[src/rtl/instr_encoder_loader.sv]
// Assembles 32-bit MIPS instruction words from symbolic fields and writes them
// sequentially into instruction memory during a start/load/done session.
module instr_encoder_loader #(
    parameter int ADDR_W = 8,
    parameter int DEPTH  = 256
) (
    input  logic              clk,
    input  logic              rst_n,
    input  logic              start,
    input  logic [ADDR_W-1:0] base_addr,
    input  logic              in_valid,
    output logic              in_ready,
    input  logic              in_last,
    input  logic [2:0]        kind,
    input  logic [4:0]        rs,
    input  logic [4:0]        rt,
    input  logic [4:0]        rd,
    input  logic [5:0]        funct,
    input  logic [15:0]       imm,
    input  logic [25:0]       target,
    output logic              mem_we,
    output logic [ADDR_W-1:0] mem_addr,
    output logic [31:0]       mem_wdata,
    output logic              busy,
    output logic              done,
    output logic              err,
    output logic              ovf,
    output logic [ADDR_W:0]   count
);

    typedef enum logic [1:0] {IDLE, LOAD, FLUSH, DONE} state_t;

    localparam logic [ADDR_W:0] CAP = (ADDR_W+1)'(DEPTH);

    state_t            state;
    logic [ADDR_W-1:0] addr;
    logic [31:0]       enc;
    logic              legal;
    logic              xfer;
    logic              full_next;

    always_comb begin
        enc   = '0;
        legal = 1'b1;
        case (kind)
            3'd0:    enc = {6'b000000, rs, rt, rd, 5'b00000, funct};
            3'd1:    enc = {6'b100011, rs, rt, imm};
            3'd2:    enc = {6'b101011, rs, rt, imm};
            3'd3:    enc = {6'b000100, rs, rt, imm};
            3'd4:    enc = {6'b000101, rs, rt, imm};
            3'd5:    enc = {6'b001000, rs, rt, imm};
            3'd6:    enc = {6'b000010, target};
            default: legal = 1'b0;
        endcase
    end

    assign xfer = in_valid && in_ready;
    // Only a legal word consumes capacity, so only it can fill the memory.
    assign full_next = legal && ((count + 1'b1) == CAP);

    always_ff @(posedge clk or negedge rst_n) begin
        if (!rst_n) begin
            state     <= IDLE;
            addr      <= '0;
            in_ready  <= 1'b0;
            mem_we    <= 1'b0;
            mem_addr  <= '0;
            mem_wdata <= '0;
            busy      <= 1'b0;
            done      <= 1'b0;
            err       <= 1'b0;
            ovf       <= 1'b0;
            count     <= '0;
        end else begin
            mem_we <= 1'b0;
            done   <= 1'b0;
            case (state)
                IDLE: begin
                    if (start) begin
                        state    <= LOAD;
                        addr     <= base_addr;
                        count    <= '0;
                        err      <= 1'b0;
                        ovf      <= 1'b0;
                        busy     <= 1'b1;
                        in_ready <= (CAP != '0);
                    end
                end
                LOAD: begin
                    if (xfer) begin
                        if (legal) begin
                            mem_we    <= 1'b1;
                            mem_addr  <= addr;
                            mem_wdata <= enc;
                            addr      <= addr + 1'b1;
                            count     <= count + 1'b1;
                        end else begin
                            err <= 1'b1;
                        end
                        if (in_last || full_next) begin
                            state    <= FLUSH;
                            in_ready <= 1'b0;
                            // Filling capacity on the declared last word is not an overflow.
                            if (!in_last) ovf <= 1'b1;
                        end
                    end
                end
                FLUSH: begin
                    state <= DONE;
                    done  <= 1'b1;
                end
                default: begin
                    state <= IDLE;
                    busy  <= 1'b0;
                end
            endcase
        end
    end

endmodule

[config.mk]
export PLATFORM = sky130hd
export DESIGN_NAME = instr_encoder_loader
export DESIGN_NICKNAME = d
export VERILOG_FILES = /design/src/rtl/instr_encoder_loader.sv
export SDC_FILE = /design/constraint.sdc
export NUM_CORES = 1
export LEC_CHECK = 0
export CORE_MARGIN = 5
export CORE_UTILIZATION = 44
export CTS_BUF_LIST = sky130_fd_sc_hd__clkbuf_4 sky130_fd_sc_hd__clkbuf_8 sky130_fd_sc_hd__clkbuf_16
export CTS_CLUSTER_SIZE = 16
export DETAILED_ROUTE_END_ITERATION = 7
export PLACE_DENSITY_LB_ADDON = 0.3
export SYNTH_ARGS = -nofsm -noshare
export SYNTH_HDL_FRONTEND = slang
export SYNTH_SLANG_ARGS = --single-unit
[constraint.sdc]
create_clock -name clk -period 2.1 [get_ports clk]
set_input_delay 0.315 -clock clk [delete_from_list [all_inputs] [get_ports clk]]
set_output_delay 0.315 -clock clk [all_outputs]
set_load 0.05 [all_outputs]
== Yosys cells after proc, flatten, opt, wreduce, memory -nomap -nowiden ==
Cells that the tools add are included.

* Bits of input ports: 79
* Logic and storage cells: 75
* Output and inout port bits: 55
* Register bits: 65

* Bitwise logic cells: 1
* $add $sub $neg: 2
* Eq/ne operators: 15
* Mux-type cells: 31
* Reduce and logical (&&, ||, !) cells: 15

{| class="wikitable"
|+ Operator list
! kind !! number
|-
| 32-bit case mux with 7 select lines || 1
|-
| 9-bit two-way mux || 3
|-
| 8-bit two-way mux || 3
|-
| 9-bit case mux with 2 select lines || 1
|-
| 8-bit case mux with 2 select lines || 1
|-
| 1-bit two-way mux || 14
|-
| 2-bit != test (second input constant) || 6
|-
| 4-bit AND reduction || 3
|-
| 9-bit by 1-bit adder with 9-bit output (second input constant) || 1
|-
| 3-bit == test (second input constant) || 3
|-
| 9-bit == test (second input constant) || 1
|-
| 8-bit by 1-bit adder with 8-bit output (second input constant) || 1
|-
| 1-bit case mux with 2 select lines || 4
|-
| 7-bit OR reduction || 1
|-
| 3-bit by 2-bit == test with 1-bit output (second input constant) || 2
|-
| 2-bit two-way mux || 3
|-
| 2-bit case mux with 3 select lines || 1
|-
| 3-bit AND reduction || 2
|-
| 5-bit AND reduction || 1
|-
| 3-bit by 1-bit == test with 1-bit output (second input constant) || 1
|-
| 3-bit zero test || 1
|-
| 2-bit by 1-bit == test with 1-bit output (second input constant) || 1
|-
| 2-bit == test (second input constant) || 1
|-
| 1-bit logical AND || 2
|-
| other kinds (6) || 6
|}

== Depth between registers and ports, before layout ==
Gate-level depths: netlist (run 1).

* Word-level depth: 8
* Gate-level depth with buffers: 10

== Least setup slack after synthesis (run 1) ==
Ideal clock, no wire load.

* Kind: register to register
* Start point: register count[0]
* End point: register state[0]
* Path buffers: 0
* Required time: 2031 ps
* Setup slack: -39 ps
* Arrival time: 2070 ps
* Stages on the path, launching flop included: 7
* Cells stage by stage: dfrtp_1 -> ha_1 -> and2_4 -> xnor2_1 -> o41a_1 -> or4_1 -> nand3_1

* Cells in the longest elaborated chain, start to end: 6

{| class="wikitable"
|+ Ends and longest elaborated chain
! element !! line !! text
|-
| start: declaration || 28 || <nowiki>output logic [ADDR_W:0] count</nowiki>
|-
| start signal: assignment || 96 || <nowiki>count <= count + 1'b1;</nowiki>
|-
| 9-bit by 1-bit adder with 9-bit output || 59 || <nowiki>assign full_next = legal && ((count + 1'b1) == CAP);</nowiki>
|-
| 9-bit == test || 59 ||
|-
| 1-bit logical AND || 59 ||
|-
| 1-bit logical OR || 100 || <nowiki>if (in_last || full_next) begin</nowiki>
|-
| 2-bit != test (no line) || n/a ||
|-
| 3-bit AND reduction (no line) || n/a ||
|-
| end signal: assignment || 63 || <nowiki>state <= IDLE;</nowiki>
|-
| end signal: assignment || 101 || <nowiki>state <= FLUSH;</nowiki>
|-
| end signal: assignment || 109 || <nowiki>state <= DONE;</nowiki>
|-
| end: declaration || 35 || <nowiki>state_t state;</nowiki>
|}

Every way passes these cells.
A chain may end at the register's enable or synchronous reset.

== Worst setup path in the final report (run 1) ==
Same ends and word-level chain as after synthesis.

==> flow_summary.yaml, run 1 <==
timing:
  period_share: 0.9620
  post-route-min-period_ns: 2.020
  hold_violations: 0
  relSlewSlack: 0.6145
  fmax_mhz: 495.0
  fin_skew_ns: 0.01317
  worstMarginPinSlew_ns: 0.5765
  final-max-slew-violation-count: 0
  whs_ns: 0.4706
  fin_tns_setup_ns: 0
  setup_viol: 0
  rsz0062_at_grt: "no"
worst_setup_path:
  cp_top_family: "simple AND/OR/NAND/NOR gates"
  cp_slowest_cell: "or4_1"
  reg2reg_slack_ns: 0.08
  start_kind: "flop"
  critical_path_depth: 6
  worst-path-max-fanout: 6
  cpPeakStageDelay_ns: 0.50
  critPathArrivalTime_ns: 2.29
  crit_required_ns: 2.37
  crit_type: "reg -> reg"
  critPathCaptureType: "flop"
  critPathBufInv: 0
  crit_chain: "ha_1, and2_4, xnor2_1, o41a_1, or4_1, nand3_1"
  reg2reg_depth: 6
worst_hold_path:
  hold_depth: 2
  min_path_type: "reg -> reg"
synth:
  syn_inst: 423
  syn_avg_cell_area_um2: 8.152
  yosys_warnings: 0
  synth_common_cells: "nand2_1, dfrtp_1, a21oi_1"
  syn_nets: 508
  netlist.area_leader.share: 0.4644
  async_flop_share: 1.000
  synthTopCellsByArea: "dfrtp_1, nand2_1, a21oi_1"
  yosysTopAreaCell: "dfrtp_1"
  synth_area_um2: 3448
  synth_seq_cells: 64
  netlist-cell-type-count: 47
  yosysSeqAreaShare: 0.4644
  post-synth-top-count-cell: "nand2_1"
  synth_ff_type: "dfrtp_1"
  synth_edf_count: 0
clock_tree:
  clk_pin_slew_ns: 0.09
  cts_tree: "done"
  numCtsBuffers: 9
  clockBufferDepth: 2
  post-cts-setup-buffers: 0
  h-tree-depth: 3
  cts_sinks: 64
  cts_root_buffer: "clkbuf_8"
  clkLatencyLatePin_ns: 0.33
floorplanning:
  die_x_um: 98.53
  start_util: 0.4486
  die_area_um2: 9707
  num_rows: 32
  dieHeight_um: 98.53
  core_um2: 7687
  ios: 134
cells_and_area:
  syn_to_final_growth_pct: 50.51
  drive_gt1_frac: 0.08750
  antenna_cells: 0
  fin_nets: 640
global_route:
  grt_pass1_vias: 3409
  grt-ovfl-total: 0
  grt.total_usage: 0.2013
  grt_first_pass_wirelength_mm: 16.10
  antenna_found_initial: 0
  grt_max_degree: 65
routing:
  drt-total-wl_mm: 10.01
  wl_met2_mm: 5.052
  routedLengthMet1_mm: 4.229
  top_layer_used: "met4"
  met3WireLength_um: 554
  wl_per_cell_um: 15.12
  viasPerCell: 5.301
  first_pass_iters: 4
  vias: 3509
  ant_nets: 0
  post-route-drc-count: 0
  drt_iter0_markers: 152
pwr:
  peakVddDrop_mv: 0.8900
  p_per_area_nw_per_um2: 1429
  fin_total_pwr_w: 0.007418
  p_leak_nw: 2.163
placement:
  port_buffers: 132
  place_congestion: 0.8284
  dp_hpwl_mm: 7.379
outcome:
  status: "finished clean"
job:
  max_cap_viol_count: 0
registers in the layout (all words and copies together) (netlist names):
name       cells
count          9
state          2
mem_wdata     31
done           1
busy           1
ovf            1
mem_addr       8
addr           8
in_ready       1
mem_we         1
err            1
metrics by stage:
step | setup slack, ns | instance area (µm²) | std cells | utilization
after floorplan | 0.04514 | 3451 | 423 | -
after detailed placement | 0.01285 | 4920 | 644 | 0.6400
after global placement | 0.08478 | 4920 | 644 | 0.6400
final | 0.07986 | 5190 | 662 | 0.6751
after global routing | 0.003799 | 5190 | 662 | 0.6751
after CTS | 0.07243 | 5154 | 661 | 0.6704
cell usage in the layout (no fill, tap or decap), drive strengths merged, types with 3 or more instances in the layout:
cell type      Yosys  final
o31ai              4      4
nand3             14     14
a221oi             5      5
ha                 6      6
and3               4      4
clkdlybuf4s50      0    131
nor2b              7      7
dfrtp             64     64
nor3b             12     12
inv               18     21
buf                4     18
clkbuf            25      9
o211ai             4      4
mux2i              3      3
o22ai              7      7
nand2             80     80
nor3               3      3
o21ai             61     61
nor2              25     25
a21oi             48     48
layout make-up:
type / count / area (µm²)
fill: 641 / 2497
multi-input combinational: 312 / 1697
sequential: 64 / 1604
timing repair buffer: 150 / 1470
tap: 102 / 127.6
clock buffer: 9 / 123.9
clock inverter: 7 / 100.1
inverter: 18 / 67.56
kinds of logic after synthesis:
logic type,Yosys count,synth area share
fa+ha+maj,6,0.02177
xor+xnor,4,0.01016
other cells,1,0.001087
buf+inv,47,0.05334
flops,64,0.4644
simple gates,156,0.2083
mux,3,0.008709
compound gates,142,0.2322
path summary, 6_finish.rpt:
path                                  to          start
hold reg to reg            mem_wdata[27]  mem_wdata[27]
setup / recovery                state[0]       count[0]
setup reg to reg                state[0]       count[0]
min in group asynchronous       state[1]          rst_n
max in group asynchronous  mem_wdata[28]          rst_n
hold / removal             mem_wdata[27]  mem_wdata[27]
layer usage:
layer  GRT usage  vias up
li1            -     1736
met5           0        -
met1      0.2440     1672
met4     0.05987        0
met2      0.3521       86
met3     0.05237       15
worst register-to-register path: stages, from the launching register on:
cell and delay [ns]:
dfrtp_2 0.45, ha_1 0.24, and2_4 0.17, xnor2_1 0.12, o41a_1 0.39, or4_1 0.50, nand3_1 0.09
power by group:
part | leakage [nW] | internal (W) | switching (W)
Sequential | 0.792 | 0.00174 | 0.000350
Combinational | 1.26 | 0.00147 | 0.00264
Clock | 0.115 | 0.000682 | 0.000530
repair_timing:
action | 4_1_cts | 5_1_grt
endpoints found under the setup margin | 0 | 15
gates resized for setup | 0 | 10
hold buffers | 1 | 0
hold endpoints to repair | 2 | 0
Note: power is estimated with default switching activity, not from simulation.
==> run 2: changes to the inputs <==
--- a/config.mk
+++ b/config.mk
@@ -11,6 +11,7 @@
 export CTS_CLUSTER_SIZE = 16
 export DETAILED_ROUTE_END_ITERATION = 7
 export PLACE_DENSITY_LB_ADDON = 0.3
+export RECOVER_POWER = 25
 export SYNTH_ARGS = -nofsm -noshare
 export SYNTH_HDL_FRONTEND = slang
 export SYNTH_SLANG_ARGS = --single-unit
==> run 2 against run 1 <==
  * Fmax unchanged
  * Combinational power is essentially flat
  * Critical path type unchanged
  * Cell count unchanged
==> flow_summary.yaml, run 2 (synthesis gave the netlist of run 1 again) <==
clock_tree:
  clkLatencyLatePin_ns: 0.33
  h-tree-depth: 3
  numCtsBuffers: 9
  cts_root_buffer: "clkbuf_8"
  cts_sinks: 64
  clk_pin_slew_ns: 0.09
  cts_tree: "done"
  clockBufferDepth: 2
worst_setup_path:
  critPathCaptureType: "flop"
  worst-path-max-fanout: 6
  critPathBufInv: 0
  critPathArrivalTime_ns: 2.29
  crit_required_ns: 2.37
  crit_chain: "ha_1, and2_4, xnor2_1, o41a_1, or4_1, nand3_1"
  cp_top_family: "simple AND/OR/NAND/NOR gates"
  cp_slowest_cell: "or4_1"
  start_kind: "flop"
  cpPeakStageDelay_ns: 0.50
  crit_type: "reg -> reg"
  reg2reg_slack_ns: 0.08
cells_and_area:
  largest_reg_flops: 31
  registers.top_by_ff_count: "mem_wdata"
  most-common-layout-cells: "clkdlybuf4s50_1, nand2_1, dfrtp_1"
  stdcell_count: 662
  top_regs: "mem_wdata: 31 flops, count: 9 flops"
  final_util: 0.6735
  fin_nets: 640
  drive_gt1_frac: 0.08750
  syn_to_final_growth_pct: 50.15
  final_common_cell: "clkdlybuf4s50_1"
  antenna_cells: 0
worst_hold_path:
  min_path_type: "reg -> reg"
timing:
  period_share: 0.9620
  fin_tns_setup_ns: 0
  hold_violations: 0
  relSlewSlack: 0.4144
  worstMarginPinSlew_ns: 0.8784
  fmax_mhz: 495.0
  setup_viol: 0
  rsz0062_at_grt: "no"
  fin_skew_ns: 0.01317
  worst_slack_ns: 0.07986
  final-max-slew-violation-count: 0
  post-route-min-period_ns: 2.020
routing:
  wl_per_cell_um: 15.13
  drt_iter0_markers: 152
  drt-total-wl_mm: 10.02
  post-route-drc-count: 0
  ant_nets: 0
  first_pass_iters: 4
  viasPerCell: 5.301
  vias: 3509
pwr:
  p_per_area_nw_per_um2: 1433
  fin_total_pwr_w: 0.007417
  p_leak_nw: 2.158
  peakVddDrop_mv: 0.8902
placement:
  place_congestion: 0.8284
  dp.cells: 644
  port_buffers: 132
  dp_hpwl_mm: 7.379
  dp_slack_ns: 0.01285
job:
  max_cap_viol_count: 0
floorplanning:
  start_util: 0.4486
  dieHeight_um: 98.53
  ios: 134
  num_rows: 32
  core_um2: 7687
  die_x_um: 98.53
  die_area_um2: 9707
outcome:
  status: "finished clean"
global_route:
  grt_max_degree: 65
  grt-ovfl-total: 0
  grt.total_usage: 0.2013
  grt_pass1_vias: 3409
  grt_first_pass_wirelength_mm: 16.10
  antenna_found_initial: 0
[run 2: changes by cell type in the layout (fill, tap and decap cells not counted), sizes merged]
cell    delta
buf        -1
clkbuf     +1
[run 2: area by class of cell]
| type | count | area (µm²) |
|---|---|---|
| multi-input combinational | 312 | 1697 |
| inverter | 18 | 67.56 |
| fill | 643 | 2510 |
| clock inverter | 7 | 100.1 |
| sequential | 64 | 1604 |
| timing repair buffer | 150 | 1458 |
| clock buffer | 9 | 123.9 |
| tap | 102 | 127.6 |
[run 2: metrics by stage]
step / cell area, µm² / hold slack, ns
after floorplan: 3451 / 0.01941
after global placement: 4920 / 0.3701
after detailed placement: 4920 / 0.3680
after CTS: 5154 / 0.4741
after global routing: 5177 / 0.5056
final: 5177 / 0.4706
[run 2: worst reg2reg max path, delay by kind of cell, from the launching register on]
family | cells | cell delay, ns
simple gates | 3 | 0.76
flops | 1 | 0.45
compound gates | 1 | 0.39
xor+xnor | 1 | 0.12
fa+ha+maj | 1 | 0.24
[run 2: power by group]
group,internal (W),total (W),leakage [nW],switching [W]
Clock,0.000682,0.00121,0.115,0.000530
Combinational,0.00147,0.00411,1.25,0.00264
Sequential,0.00174,0.00209,0.792,0.000350
[run 2: path summary, 6_finish.rpt]
check,endpoint,from,depth (start not counted)
max in group asynchronous,count[0],rst_n,3
max reg2reg,state[0],count[0],6
min,mem_wdata[27],mem_wdata[27],2
min reg2reg,mem_wdata[27],mem_wdata[27],2
min in group asynchronous,state[1],rst_n,3
max,state[0],count[0],6
[run 2: metal layers]
layer  part of all wire  vias up  track usage
li1                   -     1736            -
met2               0.50       86       0.3521
met1               0.42     1672       0.2440
met3              0.055       15      0.05237
met4              0.017        0      0.05987
met5                  0        -            0
[run 2: what timing repair did]
action	in CTS	in global routing
setup endpoints to repair	0	15
hold buffers	1	0
endpoints found under the hold margin	2	0
resized for setup	0	10
buffers inserted	0	0
==> run 3: changes to the inputs <==
--- a/config.mk
+++ b/config.mk
@@ -5,8 +5,9 @@
 export SDC_FILE = /design/constraint.sdc
 export NUM_CORES = 1
 export LEC_CHECK = 0
+export ABC_AREA = 1
 export CORE_MARGIN = 5
-export CORE_UTILIZATION = 44
+export CORE_UTILIZATION = 40
 export CTS_BUF_LIST = sky130_fd_sc_hd__clkbuf_4 sky130_fd_sc_hd__clkbuf_8 sky130_fd_sc_hd__clkbuf_16
 export CTS_CLUSTER_SIZE = 16
 export DETAILED_ROUTE_END_ITERATION = 7
==> run 3 against run 2 <==
  * Largest power group unchanged
  * Highest routed layer unchanged
  * Synthesized cell count shrank 8.3%
  * Clock skew shrank 0.0027 ns
  * Die area grew 4.9%
  * Sequential power is essentially flat
  * Critical path type is now reg -> out
  * Flip-flop and latch count is the same
  * The run now ends with capacitance limit, slew limit left
==> flow_summary.yaml, run 3 <==
outcome:
  status: "finished with violations"
  violations: "capacitance limit, slew limit"
synth:
  syn_nets: 473
  synth_compound_area_frac: 0.1992
  async_flop_share: 1.000
  netlist.area_leader.share: 0.4847
  synth_area_um2: 3304
  synth_common_cells: "nand2_1, dfrtp_1, inv_1"
  synth_edf_count: 0
  yosysTopAreaCell: "dfrtp_1"
  syn_avg_cell_area_um2: 8.517
  synthTopCellsByArea: "dfrtp_1, nand2_1, a2bb2oi_1"
  syn_inst: 388
  synth-xor-area-share: 0.005301
  synth_fa_ha_area_frac: 0.02272
  synth_ff_type: "dfrtp_1"
  netlist-cell-type-count: 41
  yosysSeqAreaShare: 0.4847
  synth_seq_cells: 64
  post-synth-top-count-cell: "nand2_1"
  yosys_warnings: 0
  synth.mux.area_fraction: 0
  synth-simple-area-share: 0.2098
  synth_top_family_by_area: "simple AND/OR/NAND/NOR gates"
routing:
  ant_nets: 0
  post-route-drc-count: 0
  drt-total-wl_mm: 9.730
  wl_per_cell_um: 15.27
  drt_iter0_markers: 106
  first_pass_iters: 4
  vias: 3194
  viasPerCell: 5.014
worst_setup_path:
  start_kind: "flop"
  crit_required_ns: 1.78
  crit_type: "reg -> out"
  cp_top_family: "buffers and inverters"
  critPathArrivalTime_ns: 1.68
  critPathBufInv: 1
  critPathCaptureType: "output port"
  cp_slowest_cell: "clkdlybuf4s50_1"
  crit_chain: "clkdlybuf4s50_1"
  cpPeakStageDelay_ns: 0.85
  worst-path-max-fanout: 7
worst_hold_path:
  min_path_type: "in -> async"
global_route:
  grt_max_degree: 35
  grt-ovfl-total: 0
  antenna_found_initial: 0
  grt_first_pass_wirelength_mm: 15.69
  grt.total_usage: 0.1927
  grt_pass1_vias: 3231
job:
  max_cap_viol_count: 1
floorplanning:
  start_util: 0.4062
  dieHeight_um: 100.9
  core_um2: 8134
  num_rows: 33
  ios: 134
  die_area_um2: 10180
  die_x_um: 100.9
timing:
  fin_tns_setup_ns: 0
  post-route-min-period_ns: 1.991
  hold_violations: 0
  fin_skew_ns: 0.01044
  setup_viol: 0
  fmax_mhz: 502.3
  worst_slack_ns: 0.1091
  final-max-slew-violation-count: 31
  period_share: 0.9481
  whs_ns: 0.3979
  rsz0062_at_grt: "no"
  relSlewSlack: -0.1323
  worstMarginPinSlew_ns: 1.698
cells_and_area:
  syn_to_final_growth_pct: 52.97
  fin_nets: 612
  antenna_cells: 0
  stdcell_area_um2: 5055
  final_common_cell: "clkdlybuf4s50_1"
  drive_gt1_frac: 0.09211
  registers.top_by_ff_count: "mem_wdata"
  most-common-layout-cells: "clkdlybuf4s50_1, nand2_1, dfrtp_1"
  largest_reg_flops: 31
  top_regs: "mem_wdata: 31 flops, count: 9 flops"
clock_tree:
  cts_sinks: 64
  clkLatencyLatePin_ns: 0.35
  cts_root_buffer: "clkbuf_8"
  h-tree-depth: 3
  clk_pin_slew_ns: 0.08
  numCtsBuffers: 9
  cts_tree: "done"
  clockBufferDepth: 2
pwr:
  p_leak_nw: 2.308
  p_per_area_nw_per_um2: 1567
  peakVddDrop_mv: 0.9089
placement:
  port_buffers: 132
  dp_slack_ns: 0.1111
  place_area_um2: 4786
  dp_hpwl_mm: 7.248
  place_congestion: 0.8242
==> run 3: changes by cell type after synthesis, sizes merged, moves of 6 or more <==
cell     before  now
nor2b         7    0
a2bb2oi       0   17
nor3b        12    0
o21ai        61   34
inv          18   36
a21oi        48   13
buf           4   16
clkbuf       25    3
a22o          1   10
nand2        80  121
a221oi        5   11
==> run 3: cells by family after synthesis <==
logic type               Yosys count
adder cells (fa/ha/maj)            6
AND/OR/NAND/NOR                  164
buffers and inverters             56
AO/OA/AOI/OAI                     95
flip-flops                        64
XOR/XNOR                           2
other                              1
==> run 3: stage by stage <==
step,utilization,power [W],cells
2_1_floorplan,-,0.005047,388
3_3_place_gp,0.5884,0.006445,619
3_5_place_dp,0.5884,0.006545,619
4_1_cts,0.6182,0.007871,635
5_1_grt,0.6214,0.008389,637
6_report,0.6214,0.007919,637
==> run 3: cell type report <==
cell class                 instances  area (µm²)
timing repair buffer             147        1490
tap                              105       131.4
fill                             693        3079
multi-input combinational        268        1448
sequential                        64        1602
inverter                          37       141.4
clock buffer                       9       123.9
clock inverter                     7       118.9
==> run 3: repair_timing <==
| item | 4_1_cts | 5_1_grt |
|---|---|---|
| buffers inserted | 0 | 2 |
| resized for setup | 0 | 0 |
| hold buffers | 0 | 0 |
| hold endpoints to repair | 0 | 0 |
| endpoints found under the setup margin | 0 | 1 |
==> run 3: power by group <==
part | internal (W) | switching (W)
clock | 0.000790 | 0.000523
combinational | 0.00165 | 0.00284
sequential | 0.00178 | 0.000338
==> run 3: worst paths after layout <==
| kind | cells past startpoint | slack [ns] | to | from |
|---|---|---|---|---|
| setup / recovery | 1 | 0.11 | count[2] | count[2] |
| hold / removal | 1 | 0.40 | mem_wdata[20] | rst_n |
| setup reg to reg | 11 | 0.20 | addr[2] | state[0] |
| hold reg to reg | 2 | 0.48 | mem_addr[1] | mem_addr[1] |
| max in group asynchronous | 1 | 0.71 | mem_wdata[9] | rst_n |
| min in group clk | 2 | 0.48 | mem_addr[1] | mem_addr[1] |
==> run 3: metal layers <==
layer,GRT usage,part of all wire,vias up
met3,0.05744,0.081,28
met2,0.3018,0.45,130
li1,-,-,1579
met5,0,0,-
met1,0.2460,0.44,1457
met4,0.08589,0.029,0
==> RTL change 1: new RTL, settings of run 3 <==
The parameter `ADDR_W` goes from 8 to 9.
--- a/src/rtl/instr_encoder_loader.sv
+++ b/src/rtl/instr_encoder_loader.sv
@@ -2,5 +2,5 @@
 // sequentially into instruction memory during a start/load/done session.
 module instr_encoder_loader #(
-    parameter int ADDR_W = 8,
+    parameter int ADDR_W = 9,
     parameter int DEPTH  = 256
 ) (
Ports: changed (resized base_addr, count and mem_addr); port bits go from 134 to 137. The function was not compared with the original's and may differ.
==> RTL change 1 against run 3 <==
  * The run still ends with max-capacitance violations, max-slew violations left
  * Routed wire length up 3.1%
  * Setup slack better by 9.7 ps
  * Fmax up 0.49%
  * Clock skew up 1.2 ps
  * Sequential power up 5%
  * Count of clock-buffer cells in the layout up 3
  * Clock power down 17%
  * Power down 3.3%
  * Cell area up 1.7%
  * Sequential cell count up 3
  * Area after synthesis up 2.7%
  * Via count up 4.8%
  * Critical endpoint unchanged
==> RTL change 1: results (changes against run 3) <==
Worst setup path
In this run the critical register-to-register path is captured at state[0]. The critical-path maximum fanout came to 6 (-1). The worst register-to-register path begins at count[0].

The number of cells traversed by the worst register-to-register path came to 12 (+1).

Pwr
The total power divided by cell area is 1490 nW/um^2 (-4.9%). The power share of the sequential group is 29.1% (+2.4 points). The total leakage power is 0.00229 uW (-0.88%).

The switching share of power is 47.5% (+0.73 points). The worst IR drop on VDD came to 922 uV (+1.4%). The power attributed to the clock group was 1090 uW (-17%).

GRT
The met1 layer usage reported by global route is 24.9% (+0.33 points). The wire length of the first global-routing pass was 15,600 um (-0.57%). The global routing usage on met3 is 3.69% (-2.1 points).

The maximum number of pins on one net before global-route repair is 34 (-2.9%). The total routing resource utilization after global routing came to 19.1% (-0.17 points).

Logic synthesis
The number of distinct library cells after synthesis is 37 (-9.8%). The post-synth net total came to 485 (+2.5%). The commonest cells after synthesis are sky130_fd_sc_hd__nand2_1 (99), sky130_fd_sc_hd__dfrtp_1 (67), sky130_fd_sc_hd__inv_1 (30). Sorting the synthesized cells by area gives the leading types as sky130_fd_sc_hd__dfrtp_1 (49%), sky130_fd_sc_hd__nand2_1 (11%), sky130_fd_sc_hd__o21ai_0 (4.3%).

Finish
The net total in the final layout is 627 (+2.5%). In the final layout, the registers with the most flip-flops are mem_wdata: 31 flops, count: 10 flops. The total of fill cells in the finished design is 721 (+4.0%). The share of layout cells above drive strength 1 is 9.02% (-0.19 points).

STA
The worst hold slack came to 472 ps (+74.3 ps). The final worst clock skew is 11.6 ps (+1.17 ps). The number of max-slew violations in the final report is 33 (+6.5%).

Place
The instance count after placement with tap cells included is 634 (+2.4%). The post-placement cell area is 4940 um^2 (+3.2%). The worst setup slack before clock tree synthesis was 89.5 ps (-21.6 ps).

The detailed-placement wirelength estimate is 7790 um (+7.5%).

Routing
The routed via count is 3,348 (+4.8%). The sum of met2 wire segment lengths after detailed routing is 4940 um (+13%). The average wire per cell in the routed design is 15.5 um (+1.4%). The sum of routed wire segments on met1 is 4310 um (+0.49%).

Outcome
The checks that failed: max-capacitance violations, max-slew violations. The run finished, with violations left.

Flow run
The total of max-cap violations is 1 (unchanged).
RTL change 1: cell count changes after synthesis, moves of 4 or more:
cell	change
sky130_fd_sc_hd__nand2_1	-18
sky130_fd_sc_hd__a22oi_1	+10
sky130_fd_sc_hd__a22o_1	-8
sky130_fd_sc_hd__o21ai_0	+8
sky130_fd_sc_hd__a21oi_1	+6
sky130_fd_sc_hd__inv_2	+5
sky130_fd_sc_hd__clkbuf_1	+4
sky130_fd_sc_hd__nor2_1	+4
RTL change 1: kinds of logic after synthesis:
group           after synthesis  synth area share, %
simple gates                151                 18.9
other cells                   1                0.111
xor+xnor                      2                0.517
flops                        67                 49.4
fa+ha+maj                     7                 2.58
buf+inv                      56                 6.82
mux                           1                0.295
compound gates              113                 21.3
RTL change 1: what timing repair did:
| action | 4_1_cts | 5_1_grt |
|---|---|---|
| gates resized for setup | 0 | 1 |
| hold buffers | 0 | 0 |
| endpoints found under the setup margin | 0 | 1 |
RTL change 1: area by class of cell:
type | instances | area (um^2) | area share (%)
Clock inverter | 2 | 35.0 | 0.681
Multi-Input combinational cell | 275 | 1480 | 28.9
Timing Repair Buffer | 150 | 1510 | 29.4
Clock buffer | 12 | 165 | 3.21
Tap cell | 105 | 131 | 2.56
Inverter | 37 | 139 | 2.70
Sequential cell | 67 | 1680 | 32.6
RTL change 1: how the worst max path moves through the flow:
| stage | start | to | slack [ps] | cells after the start |
|---|---|---|---|---|
| 3_3_place_gp | kind[1] | mem_wdata[20] | 190 | 7 |
| 3_5_place_dp | kind[0] | mem_wdata[5] | 90 | 7 |
| 2_1_floorplan | count[0] | ovf | 120 | 12 |
| 6_report | count[2] | count[2] | 120 | 1 |
| 4_1_cts | count[0] | count[0] | 50 | 1 |
| 5_1_grt | count[2] | count[2] | 50 | 1 |
==> RTL change 2: new RTL, flow settings as in run 3 <==
Made on the original files. Re-encode `state_t` (4 states) as Gray code, 2 bits wide.
--- a/src/rtl/instr_encoder_loader.sv
+++ b/src/rtl/instr_encoder_loader.sv
@@ -29,5 +29,5 @@
 );
 
-    typedef enum logic [1:0] {IDLE, LOAD, FLUSH, DONE} state_t;
+    typedef enum logic [1:0] {IDLE = 2'b00, LOAD = 2'b01, FLUSH = 2'b11, DONE = 2'b10} state_t;
 
     localparam logic [ADDR_W:0] CAP = (ADDR_W+1)'(DEPTH);
Behaviour: no difference found for any inputs over 4 cycles, from zero or initial values and one cycle with rst_n low; so few cycles prove little.
==> RTL change 2 against run 3 <==
  * Power fell by 5.8%
  * Count of clock-buffer cells in the layout rose by 3
  * Non-clock buffer count rose by 1
  * Combinational power fell by 7.6%
  * Cell area fell by 3.3%
  * Sequential cell count did not move
  * Sequential share of layout area rose by 1.1 points
  * Routed wire length fell by 1.1%
  * Core utilization rose by 1.1 points
  * Setup slack got worse by 8.0 ps
  * Clock power fell by 9%
  * Cell count fell by 2.2%
  * Synthesized cell count fell by 3.1%
  * Area after synthesis fell by 4.3%
  * Critical path type unchanged
  * Highest routed layer unchanged
==> RTL change 2: results (changes against run 3) <==
Place
The detailed-placement wirelength estimate is 7210 um (-0.53%). The instance count after placement with tap cells included came to 607 (-1.9%). The post-placement cell area is 4670 um^2 (-2.4%). The worst setup slack before clock tree synthesis is 65.2 ps (-45.9 ps). The routability-driven placement congestion ratio was 0.825 (+0.12%).

Logic synthesis
The sequential element share of the synthesized area is 50.7% (+2.2 points). The number of distinct library cells after synthesis is 30 (-27%). The per-instance average area after synthesis is 8.41 um^2 (-1.3%). Sorting the synthesized cells by how often they occur yields sky130_fd_sc_hd__nand2_1 (94), sky130_fd_sc_hd__dfrtp_1 (64), sky130_fd_sc_hd__nor2_1 (36).

In the post-synthesis netlist, the biggest area contributors are sky130_fd_sc_hd__dfrtp_1 (51%), sky130_fd_sc_hd__nand2_1 (11%), sky130_fd_sc_hd__a2bb2oi_1 (4.4%). The post-synth net total is 457 (-3.4%).

Finish
The area share of buffers outside the clock network came to 29.8% (+0.33 points). The non-clock buffer instance count of the final layout is 148 (+0.68%). The share of layout cells above drive strength 1 came to 7.10% (-2.1 points). The antenna diode count is 0 (unchanged). The multi-input combinational cell area is 1350 um^2 (-7.1%). The number of clock buffer instances in the layout is 12 (+3).

The sequential fraction of total cell area is 32.8% (+1.1 points). The proportion of cell area spent on the clock network was 4.58% (-0.22 points). The net total in the final layout is 598 (-2.3%). The count of multi-input combinational gates is 259 (-3.4%). The number of non-clock inverters came to 35 (-5.4%). The total of fill cells in the finished design was 667 (-3.8%).

Hold path
The worst hold path belongs to the class reg -> reg. The cell depth of the worst min-delay path is 2.

GRT
The via count of the first global-routing pass is 3,340 (+3.4%). The total routing resource utilization after global routing is 20.0% (+0.73 points). The met1 layer usage reported by global route was 24.5% (-0.068 points).

The global routing usage on met3 is 4.60% (-1.1 points). The maximum number of pins on one net before global-route repair is 49 (+40%). The wire length of the first global-routing pass is 15,800 um (+0.92%).

The met2 track demand over resource in global routing is 32.8% (+2.6 points).

Worst setup path
The data arrival at the endpoint of the critical path is 1680 ps (about the same). The reg2reg setup slack was 380 ps (+180 ps). The endpoint of the worst register-to-register path is busy.

The maximum cell stage delay along the critical path is 860 ps. The worst register-to-register path begins at state[0].

STA
The worst hold slack is 491 ps (+92.9 ps). The final worst clock skew came to 5.78 ps (-4.66 ps). The measured slew at the worst slew-check pin came to 968 ps (-731 ps).

Routing
The number of DRC markers after the initial detailed-route iteration came to 103 (-2.8%). The average wire per cell in the routed design is 15.4 um (+1.1%). The routed via count is 3,169 (-0.78%). The met3 wire length is 537 um (-32%). The sum of met2 wire segment lengths after detailed routing is 4830 um (+10%).

Pwr
The total leakage power is 0.00218 uW (-5.5%). The worst IR drop on VDD was 1020 uV (+12%).

Outcome
The flow ran to the end, and the final reports show no timing, DRC or antenna violations.

Clock network
The count of buffers added by post-CTS timing repair for setup is 0 (unchanged).
## RTL change 2: cell count changes after synthesis, sizes merged, moves of 6 or more
cell,run 3,this run
a221oi,11,0
a22o,10,1
a22oi,1,11
a32o,0,11
buf,16,10
nand2,121,94
nor2,24,38
o21ai,34,40
## RTL change 2: repair_timing
action / CTS / global route
hold endpoints to repair: 14 / 0
hold buffers: 1 / 0
setup endpoints to repair: 0 / 0
## RTL change 2: kinds of logic after synthesis
logic type                 share of synthesized area, %
adders and majority gates                         0.791
xor gates and xnor gates                          0.831
and+or+nand+nor                                    19.4
other                                             0.119
buffers and inverters                              6.81
AOI/OAI and AO/OA                                  21.4
DFF                                                50.7
## RTL change 2: worst reg2reg max path, delay by kind of cell, from the launching register on
family / cells / cell delay, ps
simple gates: 6 / 770
flops: 1 / 430
buf+inv: 4 / 370
compound gates: 1 / 80
## RTL change 2: where the power goes
part	internal [uW]	switching (uW)	leakage [uW]
logic	1460	2690	0.00128
registers	1770	353	0.000786
clock network	738	454	0.000116
